## config.mk

```make
export PLATFORM = sky130hd
export DESIGN_NAME = cmos_dvp_capture_flat
export DESIGN_NICKNAME = d
export VERILOG_FILES = /design/src/rtl/cmos_dvp_capture_pkg.sv /design/src/rtl/cmos_dvp_capture_if.sv /design/src/rtl/dvp_byte_pack.sv /design/src/rtl/cmos_dvp_capture.sv /design/src/flat_wrapper.sv
export SDC_FILE = /design/constraint.sdc
export NUM_CORES = 1
export LEC_CHECK = 0
export BUFFER_PORTS_ARGS = -buffer_cell sky130_fd_sc_hd__buf_4
export CAP_MARGIN = 0
export CORE_UTILIZATION = 58
export DETAILED_ROUTE_END_ITERATION = 16
export GPL_ROUTABILITY_DRIVEN = 0
export PLACE_DENSITY = 0.88
export SLEW_MARGIN = 40
export SYNTH_ARGS = -nofsm -noshare
export SYNTH_HDL_FRONTEND = slang
export SYNTH_HIERARCHICAL = 1
export SYNTH_SLANG_ARGS = --single-unit
```

## constraint.sdc

```tcl
create_clock -name cmos_pclk -period 2.3 [get_ports cmos_pclk]
set_input_delay 0.345 -clock cmos_pclk [delete_from_list [all_inputs] [get_ports cmos_pclk]]
set_output_delay 0.345 -clock cmos_pclk [all_outputs]
set_load 0.05 [all_outputs]
```

## src/rtl/cmos_dvp_capture_pkg.sv

```systemverilog
// Shared types and constants for the OV5640 DVP capture path.
// State encoding, counter width and default display window.
package cmos_pkg;

    typedef enum logic {
        S_SKIP   = 1'b0,
        S_ACTIVE = 1'b1
    } state_e;

    localparam int CNT_W         = 12;
    localparam int DEF_SRC_WIDTH = 1024;
    localparam int DEF_H_START   = 0;
    localparam int DEF_H_ACTIVE  = 800;
    localparam int DEF_V_START   = 0;
    localparam int DEF_V_ACTIVE  = 480;

    function automatic logic [CNT_W-1:0] sat_inc(
        input logic [CNT_W-1:0] v
    );
        return (&v) ? v : v + 1'b1;
    endfunction

endpackage

```

## src/rtl/cmos_dvp_capture_if.sv

```systemverilog
// Sensor pad bus in, cropped RGB565 pixel stream out.
// slave = capture block, master = sensor/FIFO side.
interface cmos_dvp_capture_if;

    logic        cmos_vsync;
    logic        cmos_href;
    logic [7:0]  cmos_data;
    logic [15:0] pix_data;
    logic        pix_en;
    logic        pix_vs;
    logic [15:0] frame_cnt;
    logic        line_err;

    modport master (
        output cmos_vsync, cmos_href, cmos_data,
        input  pix_data, pix_en, pix_vs, frame_cnt, line_err
    );

    modport slave (
        input  cmos_vsync, cmos_href, cmos_data,
        output pix_data, pix_en, pix_vs, frame_cnt, line_err
    );

endinterface

```

## src/rtl/dvp_byte_pack.sv

```systemverilog
// Pad register stage and high/low byte pairing into 16-bit words.
// Word is combinational from the registered bytes, valid on phase 1.
module dvp_byte_pack #(
    parameter int VS_POL = 1
) (
    input  logic        clk,
    input  logic        rst_n,
    input  logic        cmos_vsync,
    input  logic        cmos_href,
    input  logic [7:0]  cmos_data,
    output logic        vs,
    output logic        vs_rise,
    output logic        href,
    output logic        href_fall,
    output logic [15:0] word,
    output logic        word_vld,
    output logic        odd_err
);

    localparam bit POL = (VS_POL != 0);

    logic       vs_q, vs_d;
    logic       vs2_q, vs2_d;
    logic       href_q, href_d;
    logic       href2_q, href2_d;
    logic [7:0] data_q, data_d;
    logic [7:0] hi_q, hi_d;
    logic       phase_q, phase_d;

    always_comb begin
        vs_d    = (cmos_vsync == POL);
        vs2_d   = vs_q;
        href_d  = cmos_href;
        href2_d = href_q;
        data_d  = cmos_data;
        hi_d    = hi_q;
        phase_d = href_q ? ~phase_q : 1'b0;
        if (href_q && !phase_q) begin
            hi_d = data_q;
        end
    end

    always_ff @(posedge clk or negedge rst_n) begin
        if (!rst_n) begin
            vs_q    <= 1'b0;
            vs2_q   <= 1'b0;
            href_q  <= 1'b0;
            href2_q <= 1'b0;
            data_q  <= '0;
            hi_q    <= '0;
            phase_q <= 1'b0;
        end else begin
            vs_q    <= vs_d;
            vs2_q   <= vs2_d;
            href_q  <= href_d;
            href2_q <= href2_d;
            data_q  <= data_d;
            hi_q    <= hi_d;
            phase_q <= phase_d;
        end
    end

    // phase still set after href drops means the line ended on a high byte
    assign vs        = vs_q;
    assign vs_rise   = vs_q & ~vs2_q;
    assign href      = href_q;
    assign href_fall = href2_q & ~href_q;
    assign word      = {hi_q, data_q};
    assign word_vld  = href_q & phase_q;
    assign odd_err   = href_fall & phase_q;

endmodule

```

## src/rtl/cmos_dvp_capture.sv

```systemverilog
// DVP capture top: frame skip FSM, x/y counters, crop window,
// registered pixel stream and line length checking.
module cmos_dvp_capture
    import cmos_pkg::*;
#(
    parameter int SKIP_FRAMES = 2,
    parameter int SRC_WIDTH   = DEF_SRC_WIDTH,
    parameter int H_START     = DEF_H_START,
    parameter int H_ACTIVE    = DEF_H_ACTIVE,
    parameter int V_START     = DEF_V_START,
    parameter int V_ACTIVE    = DEF_V_ACTIVE,
    parameter int VS_POL      = 1
) (
    input logic               cmos_pclk,
    input logic               rst_n,
    cmos_dvp_capture_if.slave bus
);

    logic        vs, vs_rise, href, href_fall;
    logic [15:0] word;
    logic        word_vld, odd_err;

    dvp_byte_pack #(
        .VS_POL (VS_POL)
    ) u_pack (
        .clk        (cmos_pclk),
        .rst_n      (rst_n),
        .cmos_vsync (bus.cmos_vsync),
        .cmos_href  (bus.cmos_href),
        .cmos_data  (bus.cmos_data),
        .vs         (vs),
        .vs_rise    (vs_rise),
        .href       (href),
        .href_fall  (href_fall),
        .word       (word),
        .word_vld   (word_vld),
        .odd_err    (odd_err)
    );

    state_e           state_q, state_d;
    logic [7:0]       skip_cnt_q, skip_cnt_d;
    logic [CNT_W-1:0] x_q, x_d;
    logic [CNT_W-1:0] y_q, y_d;
    logic [15:0]      pix_data_q, pix_data_d;
    logic             pix_en_q, pix_en_d;
    logic             pix_vs_q, pix_vs_d;
    logic [15:0]      frame_cnt_q, frame_cnt_d;
    logic             line_err_q, line_err_d;
    logic             act, x_in, y_in;

    always_comb begin
        state_d     = state_q;
        skip_cnt_d  = skip_cnt_q;
        x_d         = x_q;
        y_d         = y_q;
        pix_data_d  = pix_data_q;
        pix_en_d    = 1'b0;
        pix_vs_d    = 1'b0;
        frame_cnt_d = frame_cnt_q;
        line_err_d  = 1'b0;

        if (state_q == S_SKIP && vs_rise) begin
            if (skip_cnt_q == 8'(SKIP_FRAMES)) begin
                state_d = S_ACTIVE;
            end else begin
                skip_cnt_d = skip_cnt_q + 8'd1;
            end
        end

        if (!href) begin
            x_d = '0;
        end else if (word_vld) begin
            x_d = sat_inc(x_q);
        end

        if (vs_rise) begin
            y_d = '0;
        end else if (href_fall) begin
            y_d = sat_inc(y_q);
        end

        act  = (state_q == S_ACTIVE);
        x_in = (int'(x_q) >= H_START)
            && (int'(x_q) < H_START + H_ACTIVE);
        y_in = (int'(y_q) >= V_START)
            && (int'(y_q) < V_START + V_ACTIVE);

        pix_en_d = word_vld & x_in & y_in & act;
        if (pix_en_d) begin
            pix_data_d = word;
        end
        pix_vs_d = act & vs;

        // the rise that opens output already starts a forwarded frame
        if (vs_rise && state_d == S_ACTIVE) begin
            frame_cnt_d = frame_cnt_q + 16'd1;
        end

        line_err_d = href_fall
            & ((int'(x_q) != SRC_WIDTH) | odd_err);
    end

    always_ff @(posedge cmos_pclk or negedge rst_n) begin
        if (!rst_n) begin
            state_q     <= S_SKIP;
            skip_cnt_q  <= '0;
            x_q         <= '0;
            y_q         <= '0;
            pix_data_q  <= '0;
            pix_en_q    <= 1'b0;
            pix_vs_q    <= 1'b0;
            frame_cnt_q <= '0;
            line_err_q  <= 1'b0;
        end else begin
            state_q     <= state_d;
            skip_cnt_q  <= skip_cnt_d;
            x_q         <= x_d;
            y_q         <= y_d;
            pix_data_q  <= pix_data_d;
            pix_en_q    <= pix_en_d;
            pix_vs_q    <= pix_vs_d;
            frame_cnt_q <= frame_cnt_d;
            line_err_q  <= line_err_d;
        end
    end

    assign bus.pix_data  = pix_data_q;
    assign bus.pix_en    = pix_en_q;
    assign bus.pix_vs    = pix_vs_q;
    assign bus.frame_cnt = frame_cnt_q;
    assign bus.line_err  = line_err_q;

endmodule

```

## src/flat_wrapper.sv

```systemverilog
// flat-port wrapper written by rule: the top's interface ports become plain ports
module cmos_dvp_capture_flat import cmos_pkg::*;
#(
    parameter int SKIP_FRAMES = 2,
    parameter int SRC_WIDTH   = DEF_SRC_WIDTH,
    parameter int H_START     = DEF_H_START,
    parameter int H_ACTIVE    = DEF_H_ACTIVE,
    parameter int V_START     = DEF_V_START,
    parameter int V_ACTIVE    = DEF_V_ACTIVE,
    parameter int VS_POL      = 1
)
  (cmos_pclk, rst_n, bus_cmos_vsync, bus_cmos_href, bus_cmos_data, bus_pix_data, bus_pix_en, bus_pix_vs, bus_frame_cnt, bus_line_err);
  cmos_dvp_capture_if bus_i ();
  input logic cmos_pclk;
  input logic rst_n;
  input wire logic [$bits(bus_i.cmos_vsync)-1:0] bus_cmos_vsync;
  input wire logic [$bits(bus_i.cmos_href)-1:0] bus_cmos_href;
  input wire logic [$bits(bus_i.cmos_data)-1:0] bus_cmos_data;
  output wire logic [$bits(bus_i.pix_data)-1:0] bus_pix_data;
  output wire logic [$bits(bus_i.pix_en)-1:0] bus_pix_en;
  output wire logic [$bits(bus_i.pix_vs)-1:0] bus_pix_vs;
  output wire logic [$bits(bus_i.frame_cnt)-1:0] bus_frame_cnt;
  output wire logic [$bits(bus_i.line_err)-1:0] bus_line_err;
  assign bus_i.cmos_vsync = bus_cmos_vsync;
  assign bus_i.cmos_href = bus_cmos_href;
  assign bus_i.cmos_data = bus_cmos_data;
  assign bus_pix_data = bus_i.pix_data;
  assign bus_pix_en = bus_i.pix_en;
  assign bus_pix_vs = bus_i.pix_vs;
  assign bus_frame_cnt = bus_i.frame_cnt;
  assign bus_line_err = bus_i.line_err;
  cmos_dvp_capture #(.SKIP_FRAMES(SKIP_FRAMES), .SRC_WIDTH(SRC_WIDTH), .H_START(H_START), .H_ACTIVE(H_ACTIVE), .V_START(V_START), .V_ACTIVE(V_ACTIVE), .VS_POL(VS_POL)) u_core (.cmos_pclk(cmos_pclk), .rst_n(rst_n), .bus(bus_i));
endmodule
```

Word-level counts from Yosys, hierarchy flattened

Cells that the tools add are included.

Flip-flop bits (word level): 89
Latch bits: 0
RAM bits: 0
ROM bits: 0
Input bits: 12
Output and inout bits: 35
Word-level logic and storage cells: 61
Memories: 0

Add/subtract/negate cells: 4
Multipliers: 0
Div/mod/pow operators: 0
$lt $le $gt $ge: 2
Equality and inequality tests: 5
Shift operators: 0
Mux-type cells: 9
Bitwise logic cells: 15
Reduce and logical (&&, ||, !) cells: 10

Operators with widths:

| cell                                                  | count |
|---|---|
| two-way mux 12 bit                                    | 6 |
| adder 12 x 1 -> 12 bit (second input constant)        | 2 |
| AND reduction 12 bit                                  | 2 |
| adder 16 x 1 -> 16 bit (second input constant)        | 1 |
| < comparator 12 x 10 -> 1 bit (second input constant) | 1 |
| < comparator 12 x 9 -> 1 bit (second input constant)  | 1 |
| != test 12 bit (second input constant)                | 1 |
| AND 1 bit                                             | 9 |
| adder 8 x 1 -> 8 bit (second input constant)          | 1 |
| equality test 8 x 2 -> 1 bit (second input constant)  | 1 |
| AND reduction 2 bit                                   | 3 |
| NOT 1 bit                                             | 5 |
| != test 2 x 1 -> 1 bit (second input constant)        | 2 |
| logical AND 1 bit                                     | 3 |
| two-way mux 1 bit                                     | 3 |
| != test 2 bit (second input constant)                 | 1 |
| nonzero test 2 bit                                    | 1 |
| zero test 1 bit                                       | 1 |
| OR 1 bit                                              | 1 |

Longest topological paths before layout

Gate-level depths: netlist (run 1).

Word-level depth: 5
Depth in mapped cells: 7
Mapped depth without buffers: 6

By module

Netlist (run 1), hierarchy kept.

Modules (own cells, without submodules):

| module           | instances | cells an instance | area an instance (um^2) | seq. area each (um^2) |
|---|---|---|---|---|
| cmos_dvp_capture | 1         | 293               | 3264.4                  | 1701.6 |
| dvp_byte_pack    | 1         | 35                | 699.4                   | 525.5 |

Worst setup path before layout (run 1)

No wires, ideal clock.

Kind: register to register
From: register u_core.skip_cnt_q[0]
To: register u_core.frame_cnt_q[9] (netlist: u_core/bus.frame_cnt[9])
Setup time: 0.082 ns
Data arrival time: 1.954 ns
Required time: 2.218 ns
Path slack: 0.265 ns
Cell stages (with the launch flop): 8
Buffers on the path: 1
Period minus slack after synthesis: 2.035 ns
Cells stage by stage: dfrtp_1 > inv_1 > ha_1 > or4b_4 > o41a_1 > buf_6 > nor4_1 > xor2_1

Word-level cells in the longest chain between the ends: 4

Ends and longest elaborated chain:

| item                         | RTL line                | RTL |
|---|---|---|
| from (decl)                  | cmos_dvp_capture.sv:41  | `logic [7:0] skip_cnt_q, skip_cnt_d;` |
| from (signal assigned)       | cmos_dvp_capture.sv:116 | `skip_cnt_q <= skip_cnt_d;` |
| equality test 8 x 2 -> 1 bit | cmos_dvp_capture.sv:63  | `if (skip_cnt_q == 8'(SKIP_FRAMES)) begin` |
| two-way mux 1 bit            | cmos_dvp_capture.sv:63  |  |
| two-way mux 1 bit            | cmos_dvp_capture.sv:62  | `if (state_q == S_SKIP && vs_rise) begin` |
| logical AND 1 bit            | cmos_dvp_capture.sv:95  | `if (vs_rise && state_d == S_ACTIVE) begin` |
| to (signal assigned)         | cmos_dvp_capture.sv:122 | `frame_cnt_q <= frame_cnt_d;` |
| to (decl)                    | cmos_dvp_capture.sv:47  | `logic [15:0] frame_cnt_q, frame_cnt_d;` |

No other way between the ends.
A chain may end at the register's enable or synchronous reset.

Worst setup path in the final report (run 1)

Same ends and word-level chain as after synthesis.

==> out/qor.yml, run 1 <==
ys_warn_count: 6
syn_inst: 328
layout_min_cycle_time_ps: 2220
power.density_nw_per_um2: 1030
cts_htree_levels: 3
synth.yosys.seq_area_share_pct: 56.2
drc: 0
ys_types: 46
nets: 405
antenna_found_initial: 0
drt-wirelength-per-cell_um: 18.4
synth_largest_area_cell: "dfrtp_1"
ir_drop_v: 0.000802
dp_hpwl_um: 5340
syn2layout_area_growth_pct: 17.7
coreArea_um2: 6460
worstSetupPathType: "reg -> reg"
clk_pin_slew_ps: 100
root_buffer: "clkbuf_8"
grt_max_degree: 47
layout-drive-gt1-share_pct: 27.3
drt-initial-drc-count: 205
fp.dieW_um: 84.7
hp-class: "in -> reg"
setup_viol: 0
dp_cells: 451
grt_pass1_wl_um: 14100
wl_met1_um: 3660
ios: 47
finalPower_uw: 4820
placementRows: 29
cts_buffer_depth: 2
cts_tree: "built"
viasPerCell: 6.14
grt_pass1_vias: 2848
rsz0062_at_grt: "yes"
dr_wl_met3_um: 515
finalNonFillerCells: 469
synth_area_per_cell_um2: 12.1
die_h_um: 84.7
cts.sinks: 89
port_buffers: 46
die_area_um2: 7170
dr.pass1.iters: 7
tightest_slew_ps: 750
startpoint_type: "flop"
drt_wl_total_um: 8610
antenna_left: 0
critPathArrivalTime_ps: 2500
n_antenna_cell: 0
critPathCaptureType: "flop"
ys_seq_elements: 89
design_area_um2: 4670
n_fill_cell: 398
cts_buffers: 9
synth_area_um2: 3960
netlist.area_leader.share_pct: 56.2
crit_fanout: 5
finalHoldViolations: 0
fin_crit_sh_pct: 96.4
outcome: "finished clean"
num_vias: 2879
fin_util_pct: 72.3
dpl_cell_area_um2: 4430
timing.final.max_slew_violations: 0
start_util_pct: 61.4
wl_met2_um: 4250
synthTopCellsByArea: "dfrtp_1 (56%), mux2_2 (5.7%), xnor2_1 (4.6%), mux2_4 (3.0%), nand4_1 (2.8%)"
max_freq_mhz: 451
clk_latency_ps: 360
synth-edff-count: 0
yosys.cell_count.top_type: "dfrtp_1"
synth_fp_nets: 346
yosys-top-cells-count: "dfrtp_1 (89), xnor2_1 (21), mux2_2 (20), nand3_1 (18), nand4_1 (18)"
post_cts_buffers: 0
crit_required_ps: 2580
overflow: 0
p_leak_uw: 0.00211
skew_ps: 12.6
grt_use_total_pct: 25.8
synth_ff_type: "dfrtp_1"
top_layer: "met4"
drv_cap: 0
reg2reg_slack_ps: 80
slew_headroom_pct: 49.6
async_flop_share_pct: 100
-- what timing repair did --
action,4_1_cts,5_1_grt
endpoints found under the hold margin,44,0
resized for setup,1,1
setup endpoints to repair,1,3
hold buffers,1,0
gates cloned,0,1
-- registers in the layout (all words and copies together) (netlist names), 8 cells and up --
signal                count
u_core/bus.frame_cnt     16
u_core/bus.pix_data      16
u_core/skip_cnt_q         8
u_core/u_pack/data_q      8
u_core/u_pack/hi_q        8
u_core/x_q               12
u_core/y_q               12
-- layer usage --
metal	GRT usage, %	vias to the layer above
met4	9.71	0
met5	0	-
met1	33.3	1437
li1	-	1307
met2	42.1	120
met3	6.88	15
-- stage by stage --
step	setup slack, ps	hold slack (ps)	setup TNS, ps
final	81.8	81.1	0
after global routing	-29.5	60.0	-29.5
after CTS	11.5	70.6	0
after detailed placement	98.2	376	0
after global placement	205	370	0
after floorplan	265	49.4	0
-- final timing paths --
| path | start | depth (start not counted) | to |
|---|---|---|---|
| hold / removal | bus_cmos_vsync | 1 | u_core/u_pack/vs$_DFF_PN0_ |
| setup / recovery | u_core/skip_cnt_q[0]$_DFFE_PN0P_ | 6 | u_core/bus.frame_cnt[9]$_DFFE_PN0P_ |
| min in group asynchronous | rst_n | 2 | u_core/u_pack/data_q[5]$_DFF_PN0_ |
| setup reg to reg | u_core/skip_cnt_q[0]$_DFFE_PN0P_ | 6 | u_core/bus.frame_cnt[9]$_DFFE_PN0P_ |
| hold reg to reg | u_core/u_pack/vs$_DFF_PN0_ | 0 | u_core/u_pack/vs2_q$_DFF_PN0_ |
| max in group asynchronous | rst_n | 3 | u_core/bus.pix_vs$_DFF_PN0_ |
-- cell usage in the layout (no fill, tap or decap), types with 8 or more instances in the layout --
master | synthesis | final
dfrtp_1 | 89 | 89
buf_4 | 0 | 55
nand2_1 | 13 | 13
mux2_4 | 8 | 8
nand3_1 | 18 | 18
nand4_1 | 18 | 18
clkbuf_8 | 0 | 9
nor2_1 | 17 | 17
inv_1 | 9 | 9
xor2_1 | 8 | 8
o21ai_0 | 8 | 8
xnor2_1 | 21 | 21
mux2_2 | 20 | 20
-- where the power goes --
part	total, µW	internal [µW]	switching [µW]
combinational	1620	556	1060
clock	1100	517	579
sequential	2100	1840	268
-- area by class of cell --
cell class	count	area [µm²]	share of cell area, %
clock inverter	6	80.1	1.72
inverter	9	33.8	0.724
clock buffer	10	128	2.73
multi-input combinational	222	1680	36.0
sequential	89	2230	47.7
tap	77	96.3	2.06
timing repair buffer	56	423	9.06
-- cell families (layout without fill, tap and decap cells) --
logic type                 Yosys count  after routing  synth area share (%)
and+or+nand+nor                    123            123                  18.5
DFF                                 89             89                  56.2
muxes                               32             32                  9.72
AOI/OAI and AO/OA                   31             32                  5.21
xor gates and xnor gates            29             29                  6.41
buffers and inverters               18             81                  2.11
adders and majority gates            6              6                  1.89
-- critical path, cell delays in order, from the launching register on --
cell and delay, ps:
dfrtp_1 440, inv_1 80, ha_1 130, or4b_4 470, o41a_1 450, nor4_2 350, xor2_1 210
(Power assumes the default switching activity.)
==> run 2, diff against run 1 <==
- GPL_TIMING_DRIVEN: unset -> 0
==> out/qor.yml, run 2 (synthesized netlist as in run 1, its figures left out) <==
tightest_slew_ps: 773  # +22.7 ps
coreArea_um2: 6460  # unchanged
syn2layout_area_growth_pct: 17.1
setup_viol: 0  # unchanged
grt_use_total_pct: 24.5  # -1.3 points
root_buffer: "clkbuf_8"
pre_cts_ws_ps: -121  # -219 ps
start_util_pct: 61.4  # unchanged
rsz0062_at_grt: "no"
viasPerCell: 6.00  # -2.3%
outcome: "finished clean"
r2r-start: "u_core/skip_cnt_q[0]$_DFFE_PN0P_"
die_h_um: 84.7  # unchanged
finalHoldViolations: 0  # unchanged
drv_cap: 0  # unchanged
cts_htree_levels: 3  # unchanged
p_leak_uw: 0.00209  # -0.77%
port_buffers: 46  # unchanged
die_area_um2: 7170  # unchanged
placementRows: 29  # unchanged
reg2reg_slack_ps: 90  # about the same
crit_fanout: 9  # +4
clk_latency_ps: 350  # about the same
slew_headroom_pct: 48.1  # -1.5 points
n_fill_cell: 425  # +6.8%
reg2regPathDepth: 7  # +1
cts.sinks: 89  # unchanged
drt_wl_total_um: 8170  # -5.2%
rr_endpoint: "u_core/bus.frame_cnt[15]$_DFFE_PN0P_"
n_antenna_cell: 0  # unchanged
power.density_nw_per_um2: 1010  # -2.5%
layout-drive-gt1-share_pct: 26.4  # -0.90 points
worst_slack_ps: 85.4  # +3.58 ps
overflow: 0  # unchanged
timing.final.max_slew_violations: 0  # unchanged
whs_ps: 12.4  # -68.7 ps
startpoint_type: "flop"
mostFrequentLayoutCells: "dfrtp_1 (89), buf_4 (49), xnor2_1 (21)"
num_vias: 2825  # -1.9%
cts_buffer_depth: 2  # unchanged
max_freq_mhz: 452  # +0.16%
antenna_found_initial: 0  # unchanged
grt_pass1_vias: 2865  # +0.60%
drt-initial-drc-count: 208  # +1.5%
skew_ps: 16.5  # +3.95 ps
dr.pass1.iters: 7  # unchanged
grt_pass1_wl_um: 13600  # -3.8%
ir_drop_v: 0.000998  # +24%
multiInputGateArea_um2: 1670  # -0.45%
critPathArrivalTime_ps: 2490  # about the same
dp_hpwl_um: 5390  # +0.99%
grt_max_degree: 90  # +91%
fp.dieW_um: 84.7  # unchanged
layout_commonest_cell: "dfrtp_1"
worstSetupPathType: "reg -> reg"
layout_min_cycle_time_ps: 2210  # -3.58 ps
clk_pin_slew_ps: 100  # about the same
regArea_um2: 2230  # unchanged
nets: 407  # +0.49%
ios: 47  # unchanged
cts_buffers: 9  # unchanged
drt-wirelength-per-cell_um: 17.3  # -5.6%
drc: 0  # unchanged
hp-class: "in -> async"
antenna_left: 0  # unchanged
crit_required_ps: 2580  # about the same
cts_tree: "built"
fin_crit_sh_pct: 96.3  # -0.16 points
critPathCaptureType: "flop"
## run 2: changes by cell type in the layout (fill, tap and decap cells not counted), sizes merged
cell,change
clkbuf,+7
buf,-3
clkinv,-2
inv,+2
bufinv,-1
clkinvlp,+1
dlygate4sd3,-1
o41a,-1
## run 2: cell type report
class	count	share of cell area, %
sequential	89	48.0
timing repair buffer	50	8.22
multi-input combinational	221	36.0
clock inverter	6	1.08
clock buffer	10	2.75
buffer	9	1.16
inverter	9	0.728
tap	77	2.08
## run 2: worst max-delay path by stage
stage	endpoint	slack, ps	startpoint	cells after the start
after global routing	u_core/bus.frame_cnt[9]$_DFFE_PN0P_	2	u_core/skip_cnt_q[0]$_DFFE_PN0P_	7
after detailed placement	u_core/bus.frame_cnt[10]$_DFFE_PN0P_	-120	u_core/skip_cnt_q[0]$_DFFE_PN0P_	7
after global placement	u_core/bus.frame_cnt[12]$_DFFE_PN0P_	-70	u_core/skip_cnt_q[0]$_DFFE_PN0P_	7
after CTS	u_core/bus.pix_data[14]$_DFFE_PN0P_	80	u_core/x_q[6]$_DFFE_PN0P_	5
after floorplan	u_core/bus.frame_cnt[9]$_DFFE_PN0P_	260	u_core/skip_cnt_q[0]$_DFFE_PN0P_	7
final	u_core/bus.frame_cnt[15]$_DFFE_PN0P_	90	u_core/skip_cnt_q[0]$_DFFE_PN0P_	7
## run 2: metal layers
layer  vias up  track usage, %  share of wire [%]
li1       1308               -                  -
met1      1400            30.3                 42
met2       106            42.0                 51
met3        11            4.72                5.7
met4         0            11.4                1.6
met5         -               0                  0
## run 2: stage by stage
| stage | utilization (%) | area, µm² | power (µW) | setup TNS [ps] | std cells |
|---|---|---|---|---|---|
| floorplan | - | 3960 | 3160 | 0 | 328 |
| global placement | 68.2 | 4410 | 3620 | -333 | 451 |
| detailed placement | 68.3 | 4410 | 3690 | -877 | 451 |
| CTS | 71.2 | 4600 | 4670 | 0 | 467 |
| global route | 71.9 | 4640 | 4870 | 0 | 471 |
| finish | 71.9 | 4640 | 4670 | 0 | 471 |
## run 2: what timing repair did
item	4_1_cts	5_1_grt
hold buffers	0	0
setup endpoints to repair	19	16
buffers inserted	0	4
pin swaps	0	1
gates resized for setup	2	2
## run 2: worst max-delay path: stages (launching register included)
cell,delay [ps]
dfrtp_1,430
inv_1,70
ha_1,130
or4b_4,490
o41a_1,340
buf_6,150
nor4_1,360
xor2_1,170
## run 2: power breakdown
part	internal [µW]	total, µW	leakage, µW	switching (µW)
Clock	405	968	0.0000835	564
Sequential	1840	2070	0.00113	236
Combinational	576	1630	0.000872	1050
Total	2820	4670	0.00209	1850
